## config.mk

```make
export PLATFORM = sky130hd
export DESIGN_NAME = cp0_unit
export DESIGN_NICKNAME = d
export VERILOG_FILES = /design/src/rtl/cp0_unit_pkg.sv /design/src/rtl/cp0_unit_irq_sync.sv /design/src/rtl/cp0_unit.sv
export SDC_FILE = /design/constraint.sdc
export NUM_CORES = 1
export LEC_CHECK = 0
export ABC_AREA = 1
export BUFFER_PORTS_ARGS = -buffer_cell sky130_fd_sc_hd__clkbuf_2
export CAP_MARGIN = 5
export CELL_PAD_IN_SITES_DETAIL_PLACEMENT = 1
export CELL_PAD_IN_SITES_GLOBAL_PLACEMENT = 1
export CORE_MARGIN = 5
export CORE_UTILIZATION = 39
export CTS_BUF_LIST = sky130_fd_sc_hd__clkbuf_8
export CTS_CLUSTER_DIAMETER = 100
export CTS_CLUSTER_SIZE = 40
export DETAILED_ROUTE_END_ITERATION = 12
export PLACE_DENSITY = 0.83
export RECOVER_POWER = 25
export SYNTH_ARGS = -nofsm -noshare
export SYNTH_HDL_FRONTEND = slang
export SYNTH_SLANG_ARGS = --single-unit
export TNS_END_PERCENT = 50
```

## constraint.sdc

```tcl
create_clock -name clk -period 1.6 [get_ports clk]
set_clock_uncertainty 0.05 [all_clocks]
set_input_delay 0.08 -clock clk [delete_from_list [all_inputs] [get_ports clk]]
set_output_delay 0.08 -clock clk [all_outputs]
set_load 0.01 [all_outputs]
```

## src/rtl/cp0_unit_pkg.sv

```systemverilog
// cp0_unit_pkg: coprocessor-0 operation codes, register numbers, bit positions and FSM states
package cp0_unit_pkg;
  localparam logic [1:0] EXE_CP_NONE  = 2'd0;
  localparam logic [1:0] EXE_CP_STORE = 2'd1;
  localparam logic [1:0] EXE_CP0_ERET = 2'd2;
  localparam logic [4:0] CP0_STATUS = 5'd12;
  localparam logic [4:0] CP0_CAUSE  = 5'd13;
  localparam logic [4:0] CP0_EPC    = 5'd14;
  localparam logic [4:0] CP0_EHBR   = 5'd15;
  localparam int STATUS_IE  = 0;
  localparam int STATUS_EXL = 1;
  localparam int CAUSE_IP2  = 10;
  localparam logic [31:0] EHBR_RESET = 32'h0000_0008;
  typedef enum logic [1:0] {S_IDLE, S_ENTER, S_ISR, S_EXIT} cp0_state_t;
endpackage

```

## src/rtl/cp0_unit_irq_sync.sv

```systemverilog
// irq_sync: two-flop synchronizer for the external interrupt plus a rising-edge detector
module irq_sync (
  input  logic clk,
  input  logic rst_n,
  input  logic irq,
  output logic rise
);
  logic s1, s2, s3;
  always_ff @(posedge clk or negedge rst_n) begin
    if (!rst_n) begin
      s1 <= 1'b0;
      s2 <= 1'b0;
      s3 <= 1'b0;
    end else begin
      s1 <= irq;
      s2 <= s1;
      s3 <= s2;
    end
  end
  assign rise = s2 & ~s3;
endmodule

```

## src/rtl/cp0_unit.sv

```systemverilog
// cp0_unit: CP0 register file with interrupt entry/return FSM driving pipeline redirects
module cp0_unit
  import cp0_unit_pkg::*;
(
  input  logic        clk,
  input  logic        rst_n,
  input  logic        en,
  input  logic [1:0]  oper,
  input  logic [4:0]  addr_r,
  output logic [31:0] data_r,
  input  logic [4:0]  addr_w,
  input  logic [31:0] data_w,
  input  logic [31:0] ret_addr,
  input  logic        irq,
  output logic        jump_en,
  output logic [31:0] jump_addr
);
  cp0_state_t  state;
  logic        rise, ie, exl, pending;
  logic [31:0] epc, ehbr;
  logic        open_st, take, eret, mtc0;

  irq_sync u_sync (.clk(clk), .rst_n(rst_n), .irq(irq), .rise(rise));

  // entry outranks any same-cycle oper; ret_addr capture makes that instruction replay
  assign open_st = (state == S_IDLE) || (state == S_ISR);
  assign take    = en && (state == S_IDLE) && pending && ie && !exl;
  assign eret    = en && open_st && !take && (oper == EXE_CP0_ERET);
  assign mtc0    = en && open_st && !take && (oper == EXE_CP_STORE);

  always_comb begin
    data_r = (addr_r == CP0_STATUS) ? {30'd0, exl, ie} :
             (addr_r == CP0_CAUSE)  ? {21'd0, pending, 10'd0} :
             (addr_r == CP0_EPC)    ? epc :
             (addr_r == CP0_EHBR)   ? ehbr : 32'd0;
  end

  always_ff @(posedge clk or negedge rst_n) begin
    if (!rst_n) begin
      state     <= S_IDLE;
      ie        <= 1'b0;
      exl       <= 1'b0;
      pending   <= 1'b0;
      epc       <= 32'd0;
      ehbr      <= EHBR_RESET;
      jump_en   <= 1'b0;
      jump_addr <= 32'd0;
    end else begin
      pending <= rise | (pending & ~take);
      jump_en <= take | eret;
      if (take) begin
        state     <= S_ENTER;
        epc       <= ret_addr;
        exl       <= 1'b1;
        jump_addr <= ehbr;
      end else if (eret) begin
        state     <= S_EXIT;
        exl       <= 1'b0;
        jump_addr <= epc;
      end else begin
        state <= (state == S_ENTER) ? S_ISR : (state == S_EXIT) ? S_IDLE : state;
        if (mtc0 && addr_w == CP0_STATUS) {exl, ie} <= {data_w[STATUS_EXL], data_w[STATUS_IE]};
        if (mtc0 && addr_w == CP0_EPC) epc <= data_w;
        if (mtc0 && addr_w == CP0_EHBR) ehbr <= data_w;
      end
    end
  end
endmodule

```

Word-level counts from Yosys, hierarchy flattened
Index checks and enable logic that the tools add are counted.
W data, S select, Z words.
{ "word_totals": {"inputBits": 80, "mem_count": 0, "out_inout_bits": 65, "romBits": 0, "reg_bits": 105, "latch_bits": 0, "mem_bits_rw": 0, "wordCells": 69} }
{ "op_classes": {"bitwise": 7, "eq_ne": 13, "n_reduce_logical": 22, "mul": 0, "addsub": 0, "n_lt_le_gt_ge": 0, "mux": 16, "shifts": 0, "n_div": 0} }
{ "ops": {"columns": ["operator", "n"], "rows": [
  ["$mux W32", 9],
  ["$eq A5 B4 Y1 const B", 7],
  ["$logic_and A1 B1 Y1", 11],
  ["$mux W2", 4],
  ["$eq A2 B2 Y1 const B", 3],
  ["$reduce_and A3 Y1", 2],
  ["$eq A2 B1 Y1 const B", 2],
  ["$reduce_bool A2 Y1", 2],
  ["$reduce_bool A4 Y1", 1],
  ["$mux W1", 3],
  ["$not A1 Y1", 3],
  ["$reduce_bool A3 Y1", 1],
  ["$and A1 B1 Y1", 2],
  ["$logic_not A1 Y1", 2],
  ["$logic_not A2 Y1", 1],
  ["$ne A2 B2 Y1 const B", 1],
  ["$or A1 B1 Y1", 2],
  ["$reduce_and A2 Y1", 1],
  ["$logic_or A1 B1 Y1", 1]
]} }

Logic depth before layout (Yosys ltp)
{ "logic_depth": {"depth_word": 12, "depth_mapped": 9, "depth_no_buf": 7} }

By module
Synthesis repeated with hierarchy kept, for this count alone.
{ "hier_totals": {"cells_unflattened": 688, "hier_area_um2": 5333.9} }
{ "modules_own_cells": {"columns": ["module", "seq_area_each_um2", "instances", "cells_each", "area_per_inst_um2"], "rows": [
  ["cp0_unit", 2553.7, 1, 683, 5248.8],
  ["irq_sync", 75.1, 1, 5, 85.1]
]} }

Worst setup path after synthesis
No wires, ideal clock.
{ "synth_path": {"kind": "flip-flop to flip-flop", "startpoint": "register state[0]", "endpoint": "register epc[0]", "slack_ns": 0.205, "path_stages_with_launch": 9, "synth_period_minus_slack_ns": 1.395, "setup_time_ns": 0.116, "arrival_time_ns": 1.228, "n_path_buf": 2, "required_time_ns": 1.434, "cell_sequence": "dfrtp_1 > nor2_2 > nand3_2 > buf_2 > buf_4 > nand2_1 > o21ai_1 > nand2_1 > nand2_1"} }
{ "synth_between": {"elab_chain_len": 11, "word_cells_on_any_way": 17, "cone_classes": "eq/ne (2); mux (1); reduce/logical (14)"} }
{ "synth_rtl": {"columns": ["element", "line", "text"], "rows": [
  ["start: declaration", "cp0_unit.sv:18", "cp0_state_t state;"],
  ["start signal: assignment", "cp0_unit.sv:61", "state <= (state == S_ENTER) ? S_ISR : (state == S_EXIT) ? S_IDLE : state;"],
  ["$logic_not A2 Y1", "cp0_unit.sv:26, cp0_unit.sv:27", null],
  ["$logic_and A1 B1 Y1 (4 in a row)", "cp0_unit.sv:27", "assign take = en && (state == S_IDLE) && pending && ie && !exl;"],
  ["$logic_not A1 Y1", "cp0_unit.sv:28, cp0_unit.sv:29", null],
  ["$logic_and A1 B1 Y1", "cp0_unit.sv:28, cp0_unit.sv:29", null],
  ["$logic_and A1 B1 Y1", "cp0_unit.sv:29", "assign mtc0 = en && open_st && !take && (oper == EXE_CP_STORE);"],
  ["$logic_and A1 B1 Y1", "cp0_unit.sv:63", "if (mtc0 && addr_w == CP0_EPC) epc <= data_w;"],
  ["$reduce_bool A2 Y1 (no line)", null, null],
  ["$reduce_and A2 Y1 (no line)", null, null],
  ["end signal: assignment", "cp0_unit.sv:53", "epc <= ret_addr;"],
  ["end signal: assignment", "cp0_unit.sv:63", null],
  ["end: declaration", "cp0_unit.sv:20", "logic [31:0] epc, ehbr;"]
]} }
Several ways; a longest one is shown, not always the timed one.
A chain may end at the register's enable or synchronous reset.

Worst setup path after layout
{ "layout_path": {"startpoint": "register state[0]", "endpoint": "register jump_addr[18]"} }
{ "layout_between": {"elab_chain_len": 9, "word_cells_on_any_way": 13, "cone_classes": "eq/ne (1); mux (1); reduce/logical (11)"} }
{ "layout_rtl": {"columns": ["element", "line", "text"], "rows": [
  ["$logic_not A2 Y1", "cp0_unit.sv:26, cp0_unit.sv:27", null],
  ["$logic_and A1 B1 Y1 (4 in a row)", "cp0_unit.sv:27", null],
  ["$logic_not A1 Y1", "cp0_unit.sv:28", "assign eret = en && open_st && !take && (oper == EXE_CP0_ERET);"],
  ["$logic_and A1 B1 Y1 (2 in a row)", "cp0_unit.sv:28", null],
  ["$reduce_bool A2 Y1 (no line)", null, null],
  ["end signal: assignment", "cp0_unit.sv:55", "jump_addr <= ehbr;"],
  ["end signal: assignment", "cp0_unit.sv:59", "jump_addr <= epc;"],
  ["end: declaration", "cp0_unit.sv:16", "output logic [31:0] jump_addr"]
]} }
Several ways; a longest one is shown, not always the timed one.

==> results.cfg <==
[pwr]
ir_drop_uv = 561
p_leak_nw = 3.89
powerDensity_mw_per_mm2 = 907

[clock_tree]
cts_buffer_depth = 2
cts_root_buf = clkbuf_8
clk_latency_ns = 0.38
cts-buffers-inserted = 9
cts_sinks = 105
clk_pin_slew_worst_paths_ns = 0.09
cts_tree = yes
cts_max_level = 3

[outcome]
status = finished, violations left
violations = negative setup slack

[yosys]
syn_area_sq_mm = 0.00533
synth_warnings = 0
seq_area_frac_synth = 0.494
yosys.cell_types.count = 25
synth-seq-cells = 105
syn_nets = 767
synth_cells = 687
synth.avg_cell_area_sq_um = 7.75

[timing]
drv_slew = 0
worstMarginPinSlew_ns = 0.766
rsz0062_at_grt = yes
post-route-period-util = 1.04
fmax_ghz = 0.602
slew_headroom = 0.489
period_needed_ns = 1.66
hold_ws_ns = 0.0190
hold_viol = 0
setup_viol = 61
fin_ws_ns = -0.0603

[critical_path]
crit_chain = buf_6, nor2_4, inv_2, o21ai_4, buf_12, clkbuf_16, nor2_2, a21oi_1
crit_type = flip-flop to flip-flop
r2r-start = state[0]$_DFFE_PN0P_
slowest_stage = dfrtp_1
cpLargestDelayFamily = buffers and inverters
reg2reg_to = jump_addr[18]$_DFFE_PN0P_
cp_slowest_stage_delay_ns = 0.44
reg2regPathDepth = 8
cp_num_cells = 8
crit_arrival_ns = 1.92
required_ns = 1.86
rrSetupSlack_ns = -0.06
critPathBufInv = 4
critPathLaunchType = flip-flop
cp_max_fo = 7
critPathCaptureType = flip-flop

[detailed_routing]
avgRoutedWirePerCell_um = 18.6
drt-pass1-iter-count = 4
vias_per_cell = 5.22
ant_nets = 0
via_count = 5655
wirelength_mm = 20.1
drc_errors = 0
dr.first_iter.drc_count = 314

[global_routing]
grt_pass1_wl_mm = 30.4
grt_overflow = 0
grt_pass1_vias = 6075
antenna_found_initial = 0
grt_usage = 0.236
grt_max_degree = 83

[floorplan]
fp.coreArea_sq_mm = 0.0133
row_count = 42
die_w_um = 127
die_area_sq_mm = 0.0161
io_pins = 145
fp.dieH_um = 127
initial_core_util = 0.401

[flow_run]
drv_cap = 0

[final_layout]
final_common_cell = nand2_1
drive_gt1_frac = 0.286
nNetsFinal = 983
antenna_cells = 0
syn2layout_area_growth_pct = 43.3
fillCellCount = 1604
layout_common_cells = nand2_1 (174), clkbuf_2 (144), dfrtp_1 (104), inv_1 (80), nand3_1 (69)

[worst_hold_path]
min-delay-start = ret_addr[14]
min_to = epc[14]$_DFFE_PN0P_
hold_path.class = input port to flip-flop
min_delay_path_depth = 5

[place]
place.gp.congestion = 0.831
port_buffers = 144
dp_slack_ns = -0.0716
place_hpwl_mm = 12.0
-- cells in the mapped netlist (all sizes together) --
| library cell | count | share of area |
|---|---|---|
| a21oi | 32 | 0.030 |
| buf | 36 | 0.041 |
| clkbuf | 10 | 0.0070 |
| dfrtp | 104 | 0.49 |
| dfstp | 1 | 0.0049 |
| inv | 78 | 0.055 |
| nand2 | 175 | 0.12 |
| nand3 | 71 | 0.069 |
| nand4 | 3 | 0.0047 |
| nor2 | 44 | 0.034 |
| nor3 | 1 | 0.00094 |
| o211ai | 3 | 0.0042 |
| o21a | 32 | 0.045 |
| o21ai | 96 | 0.091 |
| o22ai | 1 | 0.0012 |
-- cell families (layout without fill, tap and decap cells) --
kind of cell | Yosys count | count (layout) | synth area share
AND/OR/NAND/NOR | 294 | 295 | 0.232
buffers and inverters | 124 | 344 | 0.103
flip-flops | 105 | 105 | 0.494
AO/OA/AOI/OAI | 164 | 164 | 0.172
-- final cells by class --
class | instances | area [sq um] | share of cell area
Multi-Input combinational cell | 459 | 2360 | 0.309
Inverter | 78 | 293 | 0.0384
Sequential cell | 105 | 2630 | 0.345
Clock buffer | 11 | 151 | 0.0198
Timing Repair Buffer | 250 | 1950 | 0.256
Tap cell | 176 | 220 | 0.0289
Clock inverter | 5 | 23.8 | 0.00312
-- registers in the layout, summed over array words and instances, names as in the netlist --
register	cells
state	2
u_sync.s3	1
epc	32
jump_en	1
exl	1
ehbr	32
jump_addr	32
pending	1
u_sync.s2	1
u_sync.s1	1
ie	1
-- power by group --
| part | internal [mW] | switching (mW) | leakage, nW |
|---|---|---|---|
| clock | 0.635 | 0.956 | 0.0991 |
| combinational | 0.876 | 0.985 | 2.56 |
| sequential | 3.12 | 0.346 | 1.23 |
| total | 4.64 | 2.29 | 3.89 |
-- timing repair --
action                     in CTS  in global routing
cloned                          3                  6
hold buffers                   62                  0
hold endpoints to repair      167                  0
buffers inserted                5                  5
setup endpoints to repair      30                 83
pin swaps                       3                  4
resized for setup               5                 61
-- tightest hold or removal path, delay by kind of cell --
family                 cells  cell delay (ns)
buffers and inverters      2             0.13
AO/OA/AOI/OAI              1             0.08
AND/OR/NAND/NOR            2             0.12
-- per-layer routing --
metal | vias up | routed length [um] | global-route usage
met5 | - | 0 | 0
met4 | 0 | 481 | 0.0789
met3 | 35 | 942 | 0.0387
met2 | 176 | 10700 | 0.441
met1 | 2802 | 8000 | 0.274
li1 | 2642 | - | -
-- stage by stage --
stage	TNS (ns)	cells	instance area, sq um	util	power [mW]
finish	-1.60	1084	7630	0.574	6.92
global route	-6.08	1084	7630	0.574	7.30
CTS	0	1075	7320	0.550	6.75
detailed placement	-0.772	989	6390	0.480	5.03
global placement	0	989	6390	0.480	4.92
floorplan	0	687	5330	-	4.33
-- worst max-delay path by stage --
stage,startpoint,endpoint,slack [ns]
floorplan,state[0]$_DFFE_PN0P_,epc[0]$_DFFE_PN0P_,0.21
global placement,exl$_DFFE_PN0P_,epc[19]$_DFFE_PN0P_,0.06
detailed placement,exl$_DFFE_PN0P_,epc[20]$_DFFE_PN0P_,-0.07
CTS,state[0]$_DFFE_PN0P_,jump_addr[13]$_DFFE_PN0P_,0.0003
global route,state[0]$_DFFE_PN0P_,jump_addr[30]$_DFFE_PN0P_,-0.12
finish,state[0]$_DFFE_PN0P_,jump_addr[18]$_DFFE_PN0P_,-0.06
Power figures use the tool's default switching activity.
